`src/rtl/winner_policy_param.sv`:
```
// winner_policy_param
//   Chooses the next hop for one routing decision. The block makes an
//   epsilon-greedy choice:
//   - Explore: the draw is below epsilon. The block reads the neighbour count
//     from memory and reduces the seed modulo that count by repeated
//     subtraction. It then reads that neighbour's entry as the next hop and
//     decays epsilon.
//   - Exploit: the block compares the best neighbour value against this
//     node's own best, using a hysteresis band, and adopts besthop only when
//     the comparison says the move is worthwhile.
//
// Ports
//   clock, rst        sole clock (rising edge), synchronous active-high reset
//   start             request one decision (accepted only when idle)
//   mybest, bestvalue, besthop, bestneighbor_id, my_node_id
//                     decision operands, latched on an accepted start
//   epsilon_init      epsilon value loaded during reset
//   epsilon_step      decay applied after each explore decision
//   rng_in            random word: low RNG_WIDTH bits = draw, next IDX_BITS = seed
//   mem_addr, mem_rd  read request to memory
//   mem_data          read data, valid MEM_LAT cycles after the request
//   nexthop, epsilon, explored
//                     decision results, held until the next decision
//   busy, done        busy while a decision runs; done pulses once at its end
//
// state      | meaning
// -----------+------------------------------------------------------------
// S_IDLE     | waiting for start
// S_DRAW     | compare the latched draw with epsilon
// S_RD_CNT   | issue the neighbour-count read
// S_WAIT_CNT | wait out the read latency, then capture and clip the count
// S_MOD      | reduce the seed modulo the count, one subtraction per cycle
// S_RD_NB    | issue the neighbour-table read
// S_WAIT_NB  | wait out the read latency, capture the next hop, decay epsilon
// S_CMP1     | exploit: bestvalue < mybest*LOW_Q ?
// S_CMP2     | exploit: bestvalue < mybest*HIGH_Q, and the best neighbour is not us ?
// S_DONE     | one-cycle done pulse
module winner_policy_param #(
  parameter int                    WORD_WIDTH = 16,
  parameter int                    ADDR_WIDTH = 16,
  parameter int                    RNG_WIDTH  = 4,
  parameter int                    MAX_NB     = 16,
  parameter logic [ADDR_WIDTH-1:0] COUNT_ADDR = 16'h068C,
  parameter logic [ADDR_WIDTH-1:0] NB_BASE    = 16'h0668,
  parameter int                    NB_STRIDE  = 2,
  parameter int                    MEM_LAT    = 1,
  parameter logic [WORD_WIDTH-1:0] NO_HOP     = 16'd100,
  parameter logic [WORD_WIDTH-1:0] LOW_Q      = 16'hFFBE,
  parameter logic [WORD_WIDTH-1:0] HIGH_Q     = 16'h8020
) (
  input  logic                  clock,
  input  logic                  rst,
  input  logic                  start,
  input  logic [WORD_WIDTH-1:0] mybest,
  input  logic [WORD_WIDTH-1:0] bestvalue,
  input  logic [WORD_WIDTH-1:0] besthop,
  input  logic [WORD_WIDTH-1:0] bestneighbor_id,
  input  logic [WORD_WIDTH-1:0] my_node_id,
  input  logic [WORD_WIDTH-1:0] epsilon_init,
  input  logic [WORD_WIDTH-1:0] epsilon_step,
  input  logic [WORD_WIDTH-1:0] rng_in,
  output logic [ADDR_WIDTH-1:0] mem_addr,
  output logic                  mem_rd,
  input  logic [WORD_WIDTH-1:0] mem_data,
  output logic [WORD_WIDTH-1:0] nexthop,
  output logic [WORD_WIDTH-1:0] epsilon,
  output logic                  explored,
  output logic                  busy,
  output logic                  done
);

  localparam int IDX_BITS = $clog2(MAX_NB);
  localparam int CNT_BITS = IDX_BITS + 1;          // must hold MAX_NB itself
  localparam int LAT_BITS = (MEM_LAT > 1) ? $clog2(MEM_LAT) : 1;
  localparam int PW       = 2 * WORD_WIDTH;

  typedef enum logic [3:0] {
    S_IDLE     = 4'd0,
    S_DRAW     = 4'd1,
    S_RD_CNT   = 4'd2,
    S_WAIT_CNT = 4'd3,
    S_MOD      = 4'd4,
    S_RD_NB    = 4'd5,
    S_WAIT_NB  = 4'd6,
    S_CMP1     = 4'd7,
    S_CMP2     = 4'd8,
    S_DONE     = 4'd9
  } state_t;

  state_t                state_q, state_d;
  logic [RNG_WIDTH-1:0]  draw_q, draw_d;
  logic [IDX_BITS-1:0]   idx_q, idx_d;
  logic [CNT_BITS-1:0]   count_q, count_d;
  logic [LAT_BITS-1:0]   lat_q, lat_d;
  logic [WORD_WIDTH-1:0] mybest_q, mybest_d;
  logic [WORD_WIDTH-1:0] bestvalue_q, bestvalue_d;
  logic [WORD_WIDTH-1:0] besthop_q, besthop_d;
  logic [WORD_WIDTH-1:0] nb_id_q, nb_id_d;
  logic [WORD_WIDTH-1:0] my_id_q, my_id_d;
  logic [WORD_WIDTH-1:0] step_q, step_d;
  logic [WORD_WIDTH-1:0] nexthop_q, nexthop_d;
  logic [WORD_WIDTH-1:0] epsilon_q, epsilon_d;
  logic                  explored_q, explored_d;
  logic                  busy_q, busy_d;
  logic                  done_q, done_d;
  logic                  mem_rd_q, mem_rd_d;
  logic [ADDR_WIDTH-1:0] mem_addr_q, mem_addr_d;

  // ---------------------------------------------------------------------
  // Shared decision terms
  // ---------------------------------------------------------------------
  logic                  draw_hit;
  logic                  lat_zero;
  logic                  cnt_zero;
  logic [CNT_BITS-1:0]   cnt_clip;
  logic                  mod_ge;
  logic [IDX_BITS-1:0]   mod_sub;
  logic                  mod_last;
  logic [PW-1:0]         left_p;
  logic [PW-1:0]         right_low;
  logic [PW:0]           right_high;
  logic                  lt_low;
  logic                  lt_high;
  logic [ADDR_WIDTH-1:0] nb_addr;
  logic                  unused_rng;

  assign unused_rng = ^rng_in[WORD_WIDTH-1:RNG_WIDTH+IDX_BITS];

  assign draw_hit = WORD_WIDTH'(draw_q) < epsilon_q;
  assign lat_zero = (lat_q == '0);

  // Counts larger than the table are treated as a full table.
  assign cnt_zero = (mem_data == '0);
  assign cnt_clip = (mem_data > WORD_WIDTH'(MAX_NB)) ? CNT_BITS'(MAX_NB)
                                                     : CNT_BITS'(mem_data);

  // mod_last means this subtraction already brings idx below count, so
  // the reduction can leave without spending an extra cycle on the final compare.
  assign mod_ge   = ({1'b0, idx_q} >= count_q);
  assign mod_sub  = IDX_BITS'({1'b0, idx_q} - count_q);
  assign mod_last = ({1'b0, mod_sub} < count_q);

  // Products are kept full width. right_high gets one extra bit so that
  // mybest*HIGH_Q + mybest<<15 cannot wrap for large mybest.
  assign left_p     = {bestvalue_q, {WORD_WIDTH{1'b0}}};
  assign right_low  = PW'(mybest_q) * PW'(LOW_Q);
  assign right_high = (PW+1)'(mybest_q) * (PW+1)'(HIGH_Q)
                    + ((PW+1)'(mybest_q) << (WORD_WIDTH - 1));
  assign lt_low     = left_p < right_low;
  assign lt_high    = {1'b0, left_p} < right_high;

  assign nb_addr = NB_BASE + ADDR_WIDTH'(idx_d) * ADDR_WIDTH'(NB_STRIDE);

  // ---------------------------------------------------------------------
  // State register and datapath flops
  // ---------------------------------------------------------------------
  always_ff @(posedge clock) begin
    if (rst) begin
      state_q     <= S_IDLE;
      draw_q      <= '0;
      idx_q       <= '0;
      count_q     <= '0;
      lat_q       <= '0;
      mybest_q    <= '0;
      bestvalue_q <= '0;
      besthop_q   <= '0;
      nb_id_q     <= '0;
      my_id_q     <= '0;
      step_q      <= '0;
      nexthop_q   <= NO_HOP;
      epsilon_q   <= epsilon_init;
      explored_q  <= 1'b0;
      busy_q      <= 1'b0;
      done_q      <= 1'b0;
      mem_rd_q    <= 1'b0;
      mem_addr_q  <= '0;
    end else begin
      state_q     <= state_d;
      draw_q      <= draw_d;
      idx_q       <= idx_d;
      count_q     <= count_d;
      lat_q       <= lat_d;
      mybest_q    <= mybest_d;
      bestvalue_q <= bestvalue_d;
      besthop_q   <= besthop_d;
      nb_id_q     <= nb_id_d;
      my_id_q     <= my_id_d;
      step_q      <= step_d;
      nexthop_q   <= nexthop_d;
      epsilon_q   <= epsilon_d;
      explored_q  <= explored_d;
      busy_q      <= busy_d;
      done_q      <= done_d;
      mem_rd_q    <= mem_rd_d;
      mem_addr_q  <= mem_addr_d;
    end
  end

  // ---------------------------------------------------------------------
  // Next-state logic
  // ---------------------------------------------------------------------
  always_comb begin
    state_d = state_q;
    unique case (state_q)
      S_IDLE:     if (start) state_d = S_DRAW;
      S_DRAW:     state_d = draw_hit ? S_RD_CNT : S_CMP1;
      S_RD_CNT:   state_d = S_WAIT_CNT;
      S_WAIT_CNT: if (lat_zero) state_d = cnt_zero ? S_CMP1 : S_MOD;
      S_MOD:      if (!mod_ge || mod_last) state_d = S_RD_NB;
      S_RD_NB:    state_d = S_WAIT_NB;
      S_WAIT_NB:  if (lat_zero) state_d = S_DONE;
      S_CMP1:     state_d = lt_low ? S_DONE : S_CMP2;
      S_CMP2:     state_d = S_DONE;
      S_DONE:     state_d = S_IDLE;
      default:    state_d = S_IDLE;
    endcase
  end

  // ---------------------------------------------------------------------
  // Datapath and registered outputs
  // ---------------------------------------------------------------------
  always_comb begin
    draw_d      = draw_q;
    idx_d       = idx_q;
    count_d     = count_q;
    lat_d       = lat_q;
    mybest_d    = mybest_q;
    bestvalue_d = bestvalue_q;
    besthop_d   = besthop_q;
    nb_id_d     = nb_id_q;
    my_id_d     = my_id_q;
    step_d      = step_q;
    nexthop_d   = nexthop_q;
    epsilon_d   = epsilon_q;
    explored_d  = explored_q;

    unique case (state_q)
      S_IDLE: begin
        if (start) begin
          draw_d      = rng_in[RNG_WIDTH-1:0];
          idx_d       = rng_in[RNG_WIDTH +: IDX_BITS];
          mybest_d    = mybest;
          bestvalue_d = bestvalue;
          besthop_d   = besthop;
          nb_id_d     = bestneighbor_id;
          my_id_d     = my_node_id;
          step_d      = epsilon_step;
        end
      end
      // The timer is loaded here so that the first wait cycle already
      // holds MEM_LAT-1. Data is then captured on the MEM_LAT-th edge
      // after the request.
      S_RD_CNT, S_RD_NB: lat_d = LAT_BITS'(MEM_LAT - 1);
      S_WAIT_CNT: begin
        if (lat_zero) count_d = cnt_clip;
        else          lat_d   = lat_q - LAT_BITS'(1);
      end
      S_MOD: begin
        if (mod_ge) idx_d = mod_sub;
      end
      S_WAIT_NB: begin
        if (lat_zero) begin
          nexthop_d  = mem_data;
          explored_d = 1'b1;
          epsilon_d  = (epsilon_q > step_q) ? (epsilon_q - step_q) : '0;
        end else begin
          lat_d = lat_q - LAT_BITS'(1);
        end
      end
      S_CMP1: begin
        explored_d = 1'b0;
        if (lt_low) nexthop_d = besthop_q;
      end
      S_CMP2: begin
        if (lt_high && (nb_id_q != my_id_q)) nexthop_d = besthop_q;
      end
      default: ;
    endcase
  end

  // Outputs are decoded from the next state. They are therefore registered,
  // yet they still line up with the state they describe.
  always_comb begin
    busy_d     = (state_d != S_IDLE);
    done_d     = (state_d == S_DONE);
    mem_rd_d   = (state_d == S_RD_CNT) || (state_d == S_RD_NB);
    mem_addr_d = mem_addr_q;
    if (state_d == S_RD_CNT)     mem_addr_d = COUNT_ADDR;
    else if (state_d == S_RD_NB) mem_addr_d = nb_addr;
  end

  assign mem_addr = mem_addr_q;
  assign mem_rd   = mem_rd_q;
  assign nexthop  = nexthop_q;
  assign epsilon  = epsilon_q;
  assign explored = explored_q;
  assign busy     = busy_q;
  assign done     = done_q;

endmodule

```
`config.mk`:
```
export PLATFORM = sky130hd
export DESIGN_NAME = winner_policy_param
export DESIGN_NICKNAME = d
export VERILOG_FILES = /design/src/rtl/winner_policy_param.sv
export SDC_FILE = /design/constraint.sdc
export NUM_CORES = 1
export LEC_CHECK = 0
export CAP_MARGIN = 20
export CORE_MARGIN = 2
export CORE_UTILIZATION = 60
export DETAILED_ROUTE_END_ITERATION = 8
export PLACE_DENSITY = 0.9
export SETUP_SLACK_MARGIN = 0.05
export SLEW_MARGIN = 20
export SYNTH_ARGS = -nofsm -noshare
export SYNTH_HDL_FRONTEND = slang
export SYNTH_SLANG_ARGS = --single-unit
```
`constraint.sdc`:
```
create_clock -name clock -period 20.8 [get_ports clock]
set_input_delay 2.08 -clock clock [delete_from_list [all_inputs] [get_ports clock]]
set_output_delay 2.08 -clock clock [all_outputs]
set_load 0.005 [all_outputs]
```
==> flow_summary.toml <==
[synth]
synthCells = 1692
synth_edf_count = 16
synth_area_leaders = "dfxtp_1, fa_1, ha_1"
synth_common_cells = "nand2_1, inv_1, ha_1"
async_flop_share = 0
syn_area_mm2 = 0.0149
avgSynthCellArea_um2 = 8.81
synth_top_area_frac = 0.188
yosysSeqAreaShare = 0.220
ys_seq_elements = 156
synth_most_common_cell = "nand2_1"
synth_area_leader_cell = "dfxtp_1"
synth.distinct_cells = 82
synth_warnings = 0
ys.flop_type = "dfxtp_1"

[floorplan]
placementRows = 57
fp.coreArea_mm2 = 0.0244
die_x_um = 162
io_pins = 199
start_util = 0.611
fp.dieH_um = 162
dieArea_mm2 = 0.0261

[final_layout]
fin_util = 0.720
fin_area_mm2 = 0.0176
area_growth_pct = 17.8
nets = 2312
final_layout_size_suffix_gt1_frac = 0.0420
stdcell_count = 2180

[drt]
drc = 0
first_pass_iters = 6
drt_iter0_drc = 1245
via_per_inst = 5.91
ant_nets = 0
via_count = 12891
wirelength_mm = 41.2
wl_per_cell_um = 18.9

[clock_tree]
hold_buffers = 0
h-tree-depth = 4
clkSinkCount = 156
clockRootBuffer = "clkbuf_16"
cts_tree = "done"
clock_path_buffers = 2
post_cts_buffers = 0
cts_made_buffers = 17
ctsResizeCount = 0
path_clk_slew_ps = 60
clock_latency_ps = 450

[global_routing]
track_usage = 0.318
overflow = 0
antenna_found_initial = 1
grt_start_max_net_pins = 102
grt_pass1_wl_mm = 66.1
grt_pass1_vias = 12980

[sta]
layout_min_cycle_time_ps = 9680
skew_ps = 15.4
tightestPinTransition_ps = 1030
rsz0062_at_grt = "false"
slew_headroom = 0.313
setup_viol = 0
max_freq_mhz = 103
setup_tns_ps = 0
finalHoldViolCount = 0
layout_worst_path_cycle_share = 0.465
report.final.slew_viol_count = 0

[setup_path]
worstSetupPathType = "reg2reg"
slowest_stage = "fa_1"
max_stage_delay_ps = 820
crit_top_cell = "fa_1"
cp.required_ps = 21160
cp-end-kind = "register"
crit_path_start_kind = "register"
cp.arrival_ps = 10040
path_max_fanout = 27

[placement]
hpwl_mm = 31.2
io_buffers = 183
place_area_mm2 = 0.0169
gp_congestion = 0.965
placed_cells = 2145

[worst_hold_path]
worstHoldPathType = "reg2reg"

[job]
maxCapViolCount = 0

[status]
status = "finished, final reports clean"

[pwr]
vdd_drop_max_mv = 0.157
power.leakage_nw = 8.24
power_density_mw_per_mm2 = 137
-- per-layer routing --
metal / vias up / global-route usage / part of all wire
met5: - / 0 / 0
met4: 0 / 0.140 / 0.042
met3: 124 / 0.0475 / 0.064
met2: 504 / 0.544 / 0.49
met1: 6238 / 0.401 / 0.41
li1: 6025 / - / -
-- worst max-delay path, delay by kind of cell (launching register included) --
family          cells  cell delay (ps)
flops               1              560
buf+inv             5              750
compound gates     10             2770
mux                 1              220
fa+ha+maj           8             4070
xor+xnor            1              100
simple gates        4             1100
-- report_power, final --
group          leakage, nW  switching [mW]  internal [mW]
registers             1.31          0.0325          0.334
logic                 6.64            1.00          0.719
clock network        0.293           0.148          0.177
total                 8.24            1.18           1.23
-- layout make-up --
cell class                      count  area (um2)
Clock buffer                       19         454
Tap cell                          324         405
Inverter                          228         856
Timing Repair Buffer              190        1910
Multi-Input combinational cell   1249       10500
Sequential cell                   156        3280
Antenna cell                        1        2.50
Clock inverter                     13         146
Fill cell                        1684        6830
-- state kept, by name (all words and copies together), names as in the netlist --
| name | count |
|---|---|
| my_id_q | 16 |
| state_q | 4 |
| explored | 1 |
| bestvalue_q | 16 |
| count_q | 5 |
| nexthop | 16 |
| idx_q | 4 |
| done | 1 |
| busy | 1 |
| mem_addr | 7 |
| step_q | 16 |
| nb_id_q | 16 |
| besthop_q | 16 |
| draw_q | 4 |
| mem_rd | 1 |
| mybest_q | 16 |
| epsilon | 16 |
-- path summary, 6_finish.rpt --
| path | endpoint | depth (start not counted) | startpoint | slack, ps |
|---|---|---|---|---|
| max reg2reg | nexthop[6] | 29 | mybest_q[10] | 11120 |
| min reg2reg | besthop_q[6] | 2 | besthop_q[6] | 450 |
| min | besthop_q[6] | 2 | besthop_q[6] | 450 |
| max | nexthop[6] | 29 | mybest_q[10] | 11120 |
-- through the flow --
stage	worst slack, ps	hold slack (ps)	power, mW
after floorplan	12710	432	1.66
after global placement	11410	439	2.00
after detailed placement	11310	446	2.05
after CTS	11240	454	2.40
after global routing	10790	474	2.65
final	11120	450	2.41
-- placed cells by master, fill, tap and decap left out, types with 18 or more instances in the layout --
cell / n
nand2_1: 237
inv_1: 228
ha_1: 198
clkdlybuf4s50_1: 182
a21oi_1: 171
dfxtp_1: 140
fa_1: 125
nor2_1: 69
xor2_1: 44
a21o_1: 36
xnor2_1: 35
o21ai_0: 27
nand2b_1: 24
nor3_1: 22
mux2i_1: 22
nand4_1: 18
nand3_1: 18
clkbuf_16: 18
-- logic make-up (layout without fill, tap and decap cells) --
group | Yosys count | after routing | synth area share
compound gates | 365 | 365 | 0.169
xor+xnor | 79 | 79 | 0.0464
other cells | 1 | 8 | 0.000252
mux | 25 | 25 | 0.0170
buf+inv | 293 | 450 | 0.0778
fa+ha+maj | 323 | 323 | 0.334
simple gates | 450 | 450 | 0.135
flops | 156 | 156 | 0.220
Note: power is estimated with default switching activity, not from simulation.
==> RTL edit: new RTL, config.mk and constraints unchanged <==
Set the parameter `ADDR_WIDTH` to 17 (it was 16).
--- a/src/rtl/winner_policy_param.sv
+++ b/src/rtl/winner_policy_param.sv
@@ -38,5 +38,5 @@
 module winner_policy_param #(
   parameter int                    WORD_WIDTH = 16,
-  parameter int                    ADDR_WIDTH = 16,
+  parameter int                    ADDR_WIDTH = 17,
   parameter int                    RNG_WIDTH  = 4,
   parameter int                    MAX_NB     = 16,
Ports: changed (resized mem_addr); port bits go from 199 to 200. The function was not compared with the original's and may differ.
==> RTL edit against the original RTL <==
First-iteration DRC count is 0.48% higher; count of clock-buffer cells in the layout is 1 higher; synthesized cell count about the same; worst setup slack better by 0.23 ns; final area is essentially flat; maximum frequency increased by 2.5%; critical path depth unchanged; sequential cell count unchanged; total power increased by 0.28%; sequential power is essentially flat; area after synthesis about the same; routed wire length decreased by 0.21%; die area about the same.
==> RTL edit: results (changes against the original RTL) <==
STA
  – Smallest hold slack: 0.454 ns (+0.00448 ns)
  – Fin crit share: 45.4% (-1.1 points)
  – Least-Margin Pin Slew: 1.13 ns (+0.102 ns)
  – Final setup skew: 0.0136 ns (-0.00182 ns)

Power
  – Leakage: 8.25 nW (+0.13%)
  – Pwr dens: 138 nW/µm² (+0.22%)
  – Max VDD drop: 0.000152 V (-3.2%)

Global routing
  – First-pass GRT wire length: 65600 µm (-0.78%)
  – Pin count of the biggest net entering global routing: 103 (+0.98%)
  – Total GRT Usage: 31.5% (-0.30 points)

Route
  – Detailed Route WL: 41100 µm (-0.21%)
  – Via Count: 12.9k (+0.19%)
  – Drt pass-1 iters: 7 (+1)
  – Initial drt markers: 1251 (+0.48%)

Clock tree
  – Post_cts resized: 0 (unchanged)
  – Skew-Pair Late Insertion Delay: 0.43 ns (-0.02 ns)
  – CTS Buffer Depth: 2 (unchanged)

Worst hold path
  – Hold Crit Class: flip-flop to flip-flop
  – Hold EP: besthop_q[13]
  – Min-delay src: besthop_q[13]

Place
  – DP Cell Count: 2146 (+0.047%)
  – Final GP Congestion: 0.952 (-1.3%)
  – Area after DPL: 16900 µm² (about the same)
  – Pre-CTS setup slack: 11.55 ns (+0.238 ns)
  – DPL Wire Length: 31800 µm (+1.9%)

Yosys
  – Multiplexer area fraction after synthesis: 1.70% (about the same)
  – Synth cell count leaders: nand2_1, inv_1, ha_1
  – Ys async rst share: 0% (unchanged)
  – Seq/Total Area, Yosys: 22.0% (about the same)
  – Post-Synth Adder-Cell Area: 33.4% (about the same)
  – Post-synthesis xor/xnor area fraction: 4.64% (about the same)
  – Complex-gate fraction of the synthesized area: 16.9% (about the same)
  – Syn_area_per_cell: 8.81 µm² (about the same)
  – Top cells by area, synth: dfxtp_1, fa_1, ha_1
  – Synthesized flop and latch total: 156 (unchanged)

Layout
  – Register fraction of the total cell area: 18.7% (about the same)
  – NonClk Buf Share: 10.8% (-0.092 points)
  – Non-clock buffers: 189 (-0.53%)
  – # fillers: 1735 (+3.0%)
  – Nets: 2312 (unchanged)
  – Multi-input combinational area share: 59.8% (about the same)
  – # clk buffers: 20 (+1)
  – Share of layout cells above drive strength 1: 4.15% (-0.054 points)

Setup path
  – Capturing point of the worst reg2reg path: nexthop[5]
  – CP Max Fanout: 27 (unchanged)
  – R2R Setup Slk: 11.35 ns (+0.23 ns)
  – CP arrival: 9.80 ns (-0.24 ns)
  – Worst reg2reg path startpoint: mybest_q[10]
  – Peak per-stage delay on the critical path: 0.78 ns (-0.04 ns)

Outcome
  – Outcome: finished clean
RTL edit: cell types whose count changed after synthesis, sizes merged:
| cell | unedited run | this run |
|---|---|---|
| buf | 16 | 17 |
RTL edit: per-layer routing:
metal	share of wire [%]	wire length, µm	up-vias	track usage (%)
met5	0	0	-	0
met4	3.1	1260	0	10.9
met3	7.0	2870	95	5.01
met2	50	20800	552	56.2
met1	39	16200	6255	39.0
li1	-	-	6014	-
RTL edit: cell families (layout without fill, tap and decap cells):
| family | count (synthesis) | in the layout |
|---|---|---|
| and+or+nand+nor | 450 | 450 |
| DFF | 156 | 156 |
| other | 1 | 9 |
| buffers and inverters | 294 | 449 |
| muxes | 25 | 25 |
| AOI/OAI and AO/OA | 365 | 365 |
| xor gates and xnor gates | 79 | 79 |
| adders and majority gates | 323 | 323 |
RTL edit: worst max-delay path by stage:
stage | start | endpoint
global route | mybest_q[10] | nexthop[5]
floorplan | mybest_q[9] | nexthop[11]
detailed placement | mybest_q[10] | nexthop[5]
CTS | mybest_q[10] | nexthop[5]
finish | mybest_q[10] | nexthop[5]
global placement | mybest_q[10] | nexthop[5]
RTL edit: power breakdown:
part | total [mW] | switching, mW | internal, mW
Combinational | 1.73 | 1.00 | 0.723
Clock | 0.327 | 0.142 | 0.185
Sequential | 0.367 | 0.0331 | 0.334
Total | 2.42 | 1.18 | 1.24
RTL edit: worst reg2reg max path, delay by kind of cell, from the launching register on:
| kind | cells | cell delay [ns] |
|---|---|---|
| muxes | 1 | 0.22 |
| and+or+nand+nor | 4 | 1.04 |
| xor gates and xnor gates | 1 | 0.12 |
| buffers and inverters | 5 | 0.74 |
| DFF | 1 | 0.54 |
| adders and majority gates | 8 | 4.03 |
| AOI/OAI and AO/OA | 10 | 2.66 |
